--- config.mk ---
export PLATFORM = sky130hd
export DESIGN_NAME = ps2_key_ctrl_flat
export DESIGN_NICKNAME = d
export VERILOG_FILES = /design/src/rtl/ps2_key_ctrl_if.sv /design/src/rtl/ps2_key_ctrl.sv /design/src/flat_wrapper.sv
export SDC_FILE = /design/constraint.sdc
export NUM_CORES = 1
export LEC_CHECK = 0
export ABC_CLOCK_PERIOD_IN_PS = 3900
export CORE_ASPECT_RATIO = 1.1
export CORE_UTILIZATION = 50
export DETAILED_ROUTE_END_ITERATION = 8
export PLACE_DENSITY = 0.8
export RECOVER_POWER = 50
export SYNTH_ARGS = -nofsm -noshare
export SYNTH_HDL_FRONTEND = slang
export SYNTH_SLANG_ARGS = --single-unit
--- constraint.sdc ---
create_clock -name clk -period 3.9 [get_ports clk]
set_input_delay 0.975 -clock clk [delete_from_list [all_inputs] [get_ports clk]]
set_output_delay 0.975 -clock clk [all_outputs]
set_load 0.005 [all_outputs]
--- src/rtl/ps2_key_ctrl_if.sv ---
// ps2_key_ctrl_if
//   Bundles the signals between the PS/2 receive FIFO / display side and the
//   key sequencer ps2_key_ctrl.
//   FIFO side   : kb_data, kb_ready, kb_overflow (into the sequencer),
//                 kb_nextdata_n (active-low pop strobe back to the FIFO).
//   Control     : ovf_clr clears the latched overflow flag.
//   Key status  : key_code, key_ext, key_valid, key_count, byte_hist,
//                 ovf_sticky and the one-cycle press/repeat/release pulses.
//   master : the FIFO + display environment that drives the sequencer.
//   slave  : the sequencer itself (ps2_key_ctrl).
interface ps2_key_ctrl_if;
    logic [7:0]  kb_data;
    logic        kb_ready;
    logic        kb_overflow;
    logic        ovf_clr;
    logic        kb_nextdata_n;
    logic [7:0]  key_code;
    logic        key_ext;
    logic        key_valid;
    logic        press_pulse;
    logic        repeat_pulse;
    logic        release_pulse;
    logic [7:0]  key_count;
    logic [23:0] byte_hist;
    logic        ovf_sticky;

    modport master (
        output kb_data,
        output kb_ready,
        output kb_overflow,
        output ovf_clr,
        input  kb_nextdata_n,
        input  key_code,
        input  key_ext,
        input  key_valid,
        input  press_pulse,
        input  repeat_pulse,
        input  release_pulse,
        input  key_count,
        input  byte_hist,
        input  ovf_sticky
    );

    modport slave (
        input  kb_data,
        input  kb_ready,
        input  kb_overflow,
        input  ovf_clr,
        output kb_nextdata_n,
        output key_code,
        output key_ext,
        output key_valid,
        output press_pulse,
        output repeat_pulse,
        output release_pulse,
        output key_count,
        output byte_hist,
        output ovf_sticky
    );
endinterface

--- src/rtl/ps2_key_ctrl.sv ---
// ps2_key_ctrl
//   Pops scan-code bytes from the PS/2 receive FIFO one at a time and parses
//   make / break / E0-extended sequences. Tracks the held key, counts
//   presses, keeps the last three raw bytes for the hex displays and latches
//   FIFO overflow.
//   Ports:
//     clk  : system clock
//     rst  : synchronous, active-high reset
//     kb   : ps2_key_ctrl_if.slave
//            in : kb_data, kb_ready, kb_overflow, ovf_clr
//            out: kb_nextdata_n, key_code, key_ext, key_valid, press_pulse,
//                 repeat_pulse, release_pulse, key_count, byte_hist,
//                 ovf_sticky
//   Parameters:
//     TIMEOUT_CYCLES : idle cycles in a prefix state before falling back to
//                      NORMAL
//     TW             : timeout counter width (TIMEOUT_CYCLES < 2**TW)
module ps2_key_ctrl #(
    parameter int unsigned TIMEOUT_CYCLES = 50000,
    parameter int unsigned TW             = 16
) (
    input  logic           clk,
    input  logic           rst,
    ps2_key_ctrl_if.slave  kb
);

    // Handshake FSM
    localparam logic [1:0] HS_IDLE  = 2'd0;
    localparam logic [1:0] HS_POP   = 2'd1;
    localparam logic [1:0] HS_GUARD = 2'd2;

    // Parser FSM
    localparam logic [1:0] PS_NORMAL   = 2'd0;
    localparam logic [1:0] PS_GOT_E0   = 2'd1;
    localparam logic [1:0] PS_GOT_F0   = 2'd2;
    localparam logic [1:0] PS_GOT_E0F0 = 2'd3;

    localparam logic [TW-1:0] TMO_LAST = TW'(TIMEOUT_CYCLES - 1);

    logic [1:0]    hs_state;
    logic [1:0]    ps_state;
    logic [TW-1:0] tmo_cnt;

    logic          nextdata_n;
    logic [7:0]    key_code;
    logic          key_ext;
    logic          key_valid;
    logic          press_pulse;
    logic          repeat_pulse;
    logic          release_pulse;
    logic [7:0]    key_count;
    logic [23:0]   byte_hist;
    logic          ovf_sticky;

    // Byte decode (only acted upon when capture is high)
    logic          capture;
    logic [7:0]    cap_byte;
    logic [1:0]    ps_next;
    logic          byte_ext;
    logic          key_match;
    logic          do_press;
    logic          do_repeat;
    logic          do_release;

    // A byte is taken only from IDLE; POP and GUARD give the FIFO time to
    // drop kb_ready before the head is looked at again.
    assign capture  = (hs_state == HS_IDLE) && kb.kb_ready;
    assign cap_byte = kb.kb_data;

    // Extended flag of the sequence the current byte would complete.
    assign byte_ext  = (ps_state == PS_GOT_E0) || (ps_state == PS_GOT_E0F0);
    assign key_match = key_valid && (cap_byte == key_code) && (byte_ext == key_ext);

    always_comb begin
        ps_next    = ps_state;
        do_press   = 1'b0;
        do_repeat  = 1'b0;
        do_release = 1'b0;
        if ((cap_byte == 8'h00) || (cap_byte == 8'hFF)) begin
            // keyboard error byte: drop any partial sequence
            ps_next = PS_NORMAL;
        end else if (cap_byte == 8'hE0) begin
            // E0 always starts a fresh extended sequence, even mid-break
            ps_next = PS_GOT_E0;
        end else if (cap_byte == 8'hF0) begin
            case (ps_state)
                PS_NORMAL: ps_next = PS_GOT_F0;
                PS_GOT_E0: ps_next = PS_GOT_E0F0;
                default:   ps_next = ps_state;
            endcase
        end else if ((ps_state == PS_NORMAL) || (ps_state == PS_GOT_E0)) begin
            ps_next = PS_NORMAL;
            if (key_match) begin
                do_repeat = 1'b1;
            end else begin
                do_press = 1'b1;
            end
        end else begin
            ps_next = PS_NORMAL;
            // break of anything other than the held key is ignored
            do_release = key_match;
        end
    end

    always_ff @(posedge clk) begin
        if (rst) begin
            hs_state      <= HS_IDLE;
            ps_state      <= PS_NORMAL;
            tmo_cnt       <= '0;
            nextdata_n    <= 1'b1;
            key_code      <= 8'h00;
            key_ext       <= 1'b0;
            key_valid     <= 1'b0;
            press_pulse   <= 1'b0;
            repeat_pulse  <= 1'b0;
            release_pulse <= 1'b0;
            key_count     <= 8'h00;
            byte_hist     <= 24'h000000;
            ovf_sticky    <= 1'b0;
        end else begin
            // Pop handshake: one low cycle per byte, then a guard cycle
            case (hs_state)
                HS_IDLE: begin
                    if (kb.kb_ready) begin
                        nextdata_n <= 1'b0;
                        hs_state   <= HS_POP;
                    end
                end
                HS_POP: begin
                    nextdata_n <= 1'b1;
                    hs_state   <= HS_GUARD;
                end
                HS_GUARD: begin
                    hs_state <= HS_IDLE;
                end
                default: begin
                    nextdata_n <= 1'b1;
                    hs_state   <= HS_IDLE;
                end
            endcase

            // Pulses are high only in the cycle following a capture
            press_pulse   <= capture && do_press;
            repeat_pulse  <= capture && do_repeat;
            release_pulse <= capture && do_release;

            // Set has priority over clear
            if (kb.kb_overflow) begin
                ovf_sticky <= 1'b1;
            end else if (kb.ovf_clr) begin
                ovf_sticky <= 1'b0;
            end

            // Parse / timeout: a capture on the expiry cycle is parsed in
            // the prefix state it arrived in.
            if (capture) begin
                byte_hist <= {byte_hist[15:0], cap_byte};
                ps_state  <= ps_next;
                tmo_cnt   <= '0;
                if (do_press) begin
                    key_code  <= cap_byte;
                    key_ext   <= byte_ext;
                    key_valid <= 1'b1;
                    key_count <= key_count + 8'd1;
                end
                if (do_release) begin
                    key_valid <= 1'b0;
                end
            end else if (ps_state == PS_NORMAL) begin
                tmo_cnt <= '0;
            end else if (tmo_cnt == TMO_LAST) begin
                ps_state <= PS_NORMAL;
                tmo_cnt  <= '0;
            end else begin
                tmo_cnt <= tmo_cnt + 1'b1;
            end
        end
    end

    assign kb.kb_nextdata_n = nextdata_n;
    assign kb.key_code      = key_code;
    assign kb.key_ext       = key_ext;
    assign kb.key_valid     = key_valid;
    assign kb.press_pulse   = press_pulse;
    assign kb.repeat_pulse  = repeat_pulse;
    assign kb.release_pulse = release_pulse;
    assign kb.key_count     = key_count;
    assign kb.byte_hist     = byte_hist;
    assign kb.ovf_sticky    = ovf_sticky;

endmodule

--- src/flat_wrapper.sv ---
// flat-port wrapper written by rule: the top's interface ports become plain ports
module ps2_key_ctrl_flat 
#(
    parameter int unsigned TIMEOUT_CYCLES = 50000,
    parameter int unsigned TW             = 16
)
  (clk, rst, kb_kb_data, kb_kb_ready, kb_kb_overflow, kb_ovf_clr, kb_kb_nextdata_n, kb_key_code, kb_key_ext, kb_key_valid, kb_press_pulse, kb_repeat_pulse, kb_release_pulse, kb_key_count, kb_byte_hist, kb_ovf_sticky);
  ps2_key_ctrl_if kb_i ();
  input  logic clk;
  input  logic rst;
  input wire logic [$bits(kb_i.kb_data)-1:0] kb_kb_data;
  input wire logic [$bits(kb_i.kb_ready)-1:0] kb_kb_ready;
  input wire logic [$bits(kb_i.kb_overflow)-1:0] kb_kb_overflow;
  input wire logic [$bits(kb_i.ovf_clr)-1:0] kb_ovf_clr;
  output wire logic [$bits(kb_i.kb_nextdata_n)-1:0] kb_kb_nextdata_n;
  output wire logic [$bits(kb_i.key_code)-1:0] kb_key_code;
  output wire logic [$bits(kb_i.key_ext)-1:0] kb_key_ext;
  output wire logic [$bits(kb_i.key_valid)-1:0] kb_key_valid;
  output wire logic [$bits(kb_i.press_pulse)-1:0] kb_press_pulse;
  output wire logic [$bits(kb_i.repeat_pulse)-1:0] kb_repeat_pulse;
  output wire logic [$bits(kb_i.release_pulse)-1:0] kb_release_pulse;
  output wire logic [$bits(kb_i.key_count)-1:0] kb_key_count;
  output wire logic [$bits(kb_i.byte_hist)-1:0] kb_byte_hist;
  output wire logic [$bits(kb_i.ovf_sticky)-1:0] kb_ovf_sticky;
  assign kb_i.kb_data = kb_kb_data;
  assign kb_i.kb_ready = kb_kb_ready;
  assign kb_i.kb_overflow = kb_kb_overflow;
  assign kb_i.ovf_clr = kb_ovf_clr;
  assign kb_kb_nextdata_n = kb_i.kb_nextdata_n;
  assign kb_key_code = kb_i.key_code;
  assign kb_key_ext = kb_i.key_ext;
  assign kb_key_valid = kb_i.key_valid;
  assign kb_press_pulse = kb_i.press_pulse;
  assign kb_repeat_pulse = kb_i.repeat_pulse;
  assign kb_release_pulse = kb_i.release_pulse;
  assign kb_key_count = kb_i.key_count;
  assign kb_byte_hist = kb_i.byte_hist;
  assign kb_ovf_sticky = kb_i.ovf_sticky;
  ps2_key_ctrl #(.TIMEOUT_CYCLES(TIMEOUT_CYCLES), .TW(TW)) u_core (.clk(clk), .rst(rst), .kb(kb_i));
endmodule
==> metrics.txt, run 1 <==
RSZ-0062 raised after global routing=no; Reg area=1340 um2; Synth Register Bits=67; Slew Limit Fails=0; DIE AREA=6040 um2; Worst-path clk slew=around 0.080 ns; worst-margin pin slew=between 1 and 1.5 ns; P_sw=~370 uW; antenna viol nets, final=0; H-Tree Depth=3; Setup TNS=0 ns; P&R area growth vs syn=28.5%; Hold Vio Cnt, Final=0; pre-CTS setup slack=about 0.29 ns; CP required=4.13 ns; antenna cells=0; Synth Instances=323; DRT iter0 DRCs=about 160; Cell Int Power=1.08 mW; Seq/Total Area, Yosys=a little under half; die height=between 80 and 90 um; mapped cell area=between 2000 and 3000 um2; Max Freq=slightly above 300 MHz; number of global-route vias before repair=roughly 2200; CP Launch Type=input port; final worst slack=approximately 0.64 ns; Via density=~5.3; Final nets=about 390; kind of critical path=in -> reg; DP HPWL=a little over 4000 um; Root Driver=clkbuf_8; GRT Total Usage=22.0%; core region area=5470 um2; Final period util=83.5%; Peak VDD IR=320 uV; max cap viols=0; largest net degree at the start of global routing=44; leading cell type in the layout, fill and taps excluded=dfxtp_1; first-pass GRT wire length=between 10000 and 15000 um; WL final=between 6000 and 7000 um; hold buffers post-CTS=0; run status=finished clean; Vias=about 2400; top_reg_cell synth=dfxtp_1; CP Max Fanout=16; initial antenna violation count=0; worst path arrival time=between 3 and 4 ns; Synth Net Count=about 340; Seq pwr share=roughly 50%; Logic pwr share=roughly a tenth; Fillers=463; gr ovfl total=0; PwrDens=a little under 400 nW/um2; Post-synth EDFFs=0; Clock power frac=between 30% and 40%; Die Width=around 74 um; DRT Pass-1 Iters=4; Static Leak=approximately 1.3 nW; Pwr Total=between 1 and 1.5 mW; most frequent cells in the layout=dfxtp_1 (67), nand2_1 (52), a21oi_1 (33); cts repair resizes=0; Period minus WS final=about 3.3 ns; Boundary Pins=60; Synth cell types=between 40 and 50; CTS tree=done; Hold Path Class=reg -> reg; PortBufs=59; crit end category=register; TritonCTS Sinks=between 60 and 70; Clock Skew=0.00986 ns; Finish-stage setup viols=0; # Post-CTS Setup Buffers=0; Residual DRC=0; layout cell share with drive strength beyond 1=about 7.6%; ys async rst share=0%; clk buf depth=2; Slew HR=around 25%; Core Rows=28; average wire per standard cell=~13 um; Switching Fraction=roughly 26%; GPL Wtd Cong=~0.83; Yosys Warn Count=0; Initial Utilization=roughly 52%; Clk Latency, worst-skew pair=around 0.34 ns; average cell area after synthesis=~9 um2; cts bufs inserted=9; area of the multi-input gates=between 1000 and 1500 um2
-- state kept, by name, summed over array words and instances, names as in the netlist --
signal,count
u_core.kb.kb_nextdata_n,1
u_core.tmo_cnt,16
u_core.hs_state,2
u_core.kb.byte_hist,24
u_core.kb.repeat_pulse,1
u_core.kb.key_valid,1
u_core.kb.key_count,8
u_core.kb.release_pulse,1
u_core.kb.ovf_sticky,1
u_core.kb.press_pulse,1
u_core.ps_state,2
u_core.kb.key_ext,1
u_core.kb.key_code,8
-- area by class of cell --
cell class              count  area share [%]
clock buffers               9            3.37
clock inverters             7            2.04
inverters                   5           0.510
multi-input cells         234            38.6
flip-flops and latches     67            36.4
well taps                  75            2.55
repair buffers             62            16.5
-- metal layers --
layer,vias up,wire (um),global-route usage [%]
li1,1208,-,-
met1,1148,2870,27.2
met2,55,2800,33.5
met3,24,191,5.71
met4,0,243,14.8
met5,-,0,0
-- through the flow --
step / util (%) / instance area [um2] / cells / hold slack (ns)
final: 67.4 / 3680 / 459 / 0.418
after detailed placement: 63.7 / 3480 / 443 / 0.410
after floorplan: - / 2870 / 323 / 0.389
after CTS: 67.4 / 3680 / 459 / 0.420
after global routing: 67.4 / 3680 / 459 / 0.429
after global placement: 63.7 / 3480 / 443 / 0.408
-- worst paths after layout --
check | start | endpoint | slack [ns] | depth (start not counted)
setup / recovery | kb_kb_data[4] | u_core.kb.key_count[0] | 0.64 | 6
hold / removal | u_core.hs_state[1] | u_core.hs_state[1] | 0.42 | 1
hold reg to reg | u_core.hs_state[1] | u_core.hs_state[1] | 0.42 | 1
setup reg to reg | u_core.hs_state[1] | u_core.kb.key_count[0] | 1.67 | 5
-- cell families after synthesis --
| family | synth area share [%] |
|---|---|
| AND/OR/NAND/NOR | 28.0 |
| flip-flops | 46.8 |
| AO/OA/AOI/OAI | 8.91 |
| XOR/XNOR | 7.03 |
| buffers and inverters | 3.58 |
| multiplexers | 4.76 |
| adder cells (fa/ha/maj) | 0.873 |
-- synthesized netlist by cell type (6+ instances only) --
master	n	area, um2
clkbuf_1	11	41.3
dfxtp_1	67	1340
nand2b_1	21	131
nor2_1	25	93.8
a21oi_1	33	165
mux2i_1	11	110
nand2_1	52	195
xor2_1	6	52.6
and3_1	7	43.8
nand3_1	17	85.1
xnor2_1	17	149
-- power groups by stage --
stage / clock network, mW / registers [mW] / logic, mW
finish: 0.581 / 0.726 / 0.147
global placement: 0 / 0.742 / 0.147
detailed placement: 0 / 0.742 / 0.151
CTS: 0.589 / 0.726 / 0.151
floorplan: 0 / 0.739 / 0.0789
global route: 0.618 / 0.729 / 0.160
-- worst max-delay path, stage by stage --
cell and delay, ns:
clkdlybuf4s50_1 0.55, and3_1 0.26, a31oi_1 0.25, o21ai_4 0.18
nor3_2 0.88, mux2_1 0.39
(Power assumes the default switching activity.)
==> run 2, diff against run 1 <==
--- a/config.mk
+++ b/config.mk
@@ -5,11 +5,11 @@
 export SDC_FILE = /design/constraint.sdc
 export NUM_CORES = 1
 export LEC_CHECK = 0
-export ABC_CLOCK_PERIOD_IN_PS = 3900
+export ABC_CLOCK_PERIOD_IN_PS = 2900
 export CORE_ASPECT_RATIO = 1.1
-export CORE_UTILIZATION = 50
+export CORE_UTILIZATION = 46
 export DETAILED_ROUTE_END_ITERATION = 8
-export PLACE_DENSITY = 0.8
+export PLACE_DENSITY = 0.78
 export RECOVER_POWER = 50
 export SYNTH_ARGS = -nofsm -noshare
 export SYNTH_HDL_FRONTEND = slang
==> constraint.sdc (replaced) <==
create_clock -name clk -period 2.9 [get_ports clk]
set_input_delay 0.725 -clock clk [delete_from_list [all_inputs] [get_ports clk]]
set_output_delay 0.725 -clock clk [all_outputs]
set_load 0.005 [all_outputs]
==> run 2 against run 1 <==
Combinational power grew 39%. Global-route usage shrank 2.3 points. Die area grew 8.5%. Via count shrank 3.1%. Critical path depth is the same. Clock-buffer cell count grew 1.
==> metrics.txt, run 2 (same netlist as run 1, synthesis figures left out) <==
Vias=2360 (-3.1%); die height=84.8 um (+4.2%); first-pass GRT wire length=10100 um (+0.96%); cts bufs inserted=9 (unchanged); GPL Wtd Cong=0.784 (-6.1%); max incr delay on CP=0.84 ns (-0.04 ns); internal reg-to-reg setup slack=0.80 ns (-0.87 ns); kind of critical path=in -> reg; max cap viols=0 (unchanged); Residual DRC=0 (unchanged); initial antenna violation count=0 (unchanged); WL final=6080 um (-0.36%); final worst slack=0.364 ns (-0.278 ns); # Post-CTS Setup Buffers=0 (unchanged); Via density=5.05 (-4.7%); Switching Fraction=26.8% (+1.1 points); leading cell type in the layout, fill and taps excluded=dfxtp_1; worst-margin pin slew=1.33 ns (+0.208 ns); Max Freq=394 MHz; Hold Vio Cnt, Final=0 (unchanged); Hold Path Class=reg -> reg; Finish-stage setup viols=0 (unchanged); PwrDens=514 nW/um2 (+30%); layout cell share with drive strength beyond 1=8.72% (+1.2 points); TritonCTS Sinks=67 (unchanged); Period minus WS final=roughly 2.5 ns; P&R area growth vs syn=29.5%; FF-to-FF path depth=5 (unchanged); kind of cell adding the most delay to the critical path=buffers and inverters; largest registers=u_core.kb.byte_hist x24, u_core.tmo_cnt x16; Most flops, register=u_core.kb.byte_hist; Pwr Total=1.91 mW (+31%); Fillers=543 (+17%); Setup TNS=0 ns (unchanged); Static Leak=1.33 nW (about the same); antenna cells=0 (unchanged); Cell Int Power=1.39 mW (+29%); average wire per standard cell=13.0 um (-2.1%); run status=finished clean; CP Depth=6 (unchanged); gr ovfl total=0 (unchanged); Root Driver=clkbuf_8; buffers plus inverters on the worst setup path=2 (+1); PortBufs=59 (unchanged); CTS tree=done; Initial Utilization=48.7% (-3.7 points); R2R Path End=u_core.ps_state[0]; DRT Pass-1 Iters=4 (unchanged); crit end category=register; worst path arrival time=2.78 ns (-0.71 ns); Boundary Pins=60 (unchanged); H-Tree Depth=3 (unchanged); DP HPWL=4200 um (+1.8%); Seq pwr share=51.2% (+1.3 points); post-layout util=63.1% (-4.2 points); most frequent cells in the layout=dfxtp_1 (67), nand2_1 (52), a21oi_1 (33); P_sw=511 uW (+37%); CP Cell Sequence=clkdlybuf4s50_1 -> nand2b_1 -> nor2_2 -> clkbuf_1 -> nand3_1 -> a211oi_1; Min Hold Slack=0.418 ns (-0.000266 ns); CP Max Fanout=26 (+10); Reg area=1340 um2 (unchanged); number of flip-flops in the largest register=24 (unchanged); pre-CTS setup slack=0.111 ns (-0.179 ns); Final nets=400 (+1.5%); Die Width=77.3 um (+4.1%); DRT iter0 DRCs=86 (-45%); area of the multi-input gates=1420 um2 (unchanged); Slew Limit Fails=0 (unchanged); DIE AREA=6550 um2 (+8.5%); Worst-path clk slew=0.08 ns (about the same); Clock power frac=38.1% (-1.8 points); antenna viol nets, final=0 (unchanged); cts repair resizes=0 (unchanged); Clk Latency, worst-skew pair=0.35 ns (about the same); largest net degree at the start of global routing=39 (-11%); GRT Total Usage=19.7% (-2.3 points); clk buf depth=2 (unchanged); Logic pwr share=10.7% (+0.6 points); CP Launch Type=input port; number of global-route vias before repair=2202 (-1.5%); core region area=5880 um2 (+7.6%); Worst Setup EP=u_core.ps_state[0]; reg2reg start=u_core.hs_state[1]; hold buffers post-CTS=0 (unchanged); RSZ-0062 raised after global routing=no; Core Rows=29 (+3.6%); Peak VDD IR=303 uV (-5.3%); Slew HR=11.6% (-13 points); Clock Skew=0.00686 ns (-0.00299 ns); slowest CP cell=clkbuf_1; CP required=3.15 ns (-0.98 ns); Worst Setup SP=kb_kb_ready; Final period util=slightly below 90%
[run 2: changes by cell type in the layout (fill, tap and decap cells not counted), moves of 2 or more]
cell             before  now
buf_4                 3    7
clkdlybuf4s50_1      29   32
clkinvlp_4            0    3
dlygate4sd3_1        29   26
clkinv_2              2    0
[run 2: worst reg2reg max path, delay by kind of cell (launching register included)]
kind	cells	cell delay, ns
simple gates	3	0.55
compound gates	1	0.29
buf+inv	1	0.84
flops	1	0.31
[run 2: routing by layer]
layer,GRT usage (%),share of wire (%),vias up
met3,4.24,3.0,10
met1,24.6,47,1087
li1,-,-,1223
met4,11.0,2.1,0
met5,0,0,-
met2,31.5,48,40
[run 2: through the flow]
| step | std cells | cell area [um2] |
|---|---|---|
| floorplan | 323 | 2870 |
| global placement | 451 | 3530 |
| detailed placement | 451 | 3530 |
| CTS | 467 | 3720 |
| global route | 467 | 3710 |
| finish | 467 | 3710 |
[run 2: how the worst min path moves through the flow]
stage                     depth (start not counted)                 end               start
after global placement                            1  u_core.hs_state[1]  u_core.hs_state[1]
after floorplan                                   1  u_core.hs_state[1]  u_core.hs_state[1]
after global routing                              1  u_core.hs_state[1]  u_core.hs_state[1]
after detailed placement                          1  u_core.hs_state[1]  u_core.hs_state[1]
after CTS                                         1  u_core.hs_state[1]  u_core.hs_state[1]
final                                             1  u_core.hs_state[1]  u_core.hs_state[1]
[run 2: final cells by class]
type                    count  area share, %
clock buffers              10           3.71
well taps                  77           2.60
clock inverters             6           1.32
inverters                   5          0.506
multi-input cells         234           38.3
repair buffers             68           17.4
flip-flops and latches     67           36.2
[run 2: power by group through the flow]
stage	combinational [mW]	sequential [mW]	clock, mW
global route	0.221	0.980	0.790
finish	0.204	0.976	0.726
global placement	0.206	0.997	0
CTS	0.210	0.976	0.741
floorplan	0.106	0.994	0
detailed placement	0.209	0.997	0
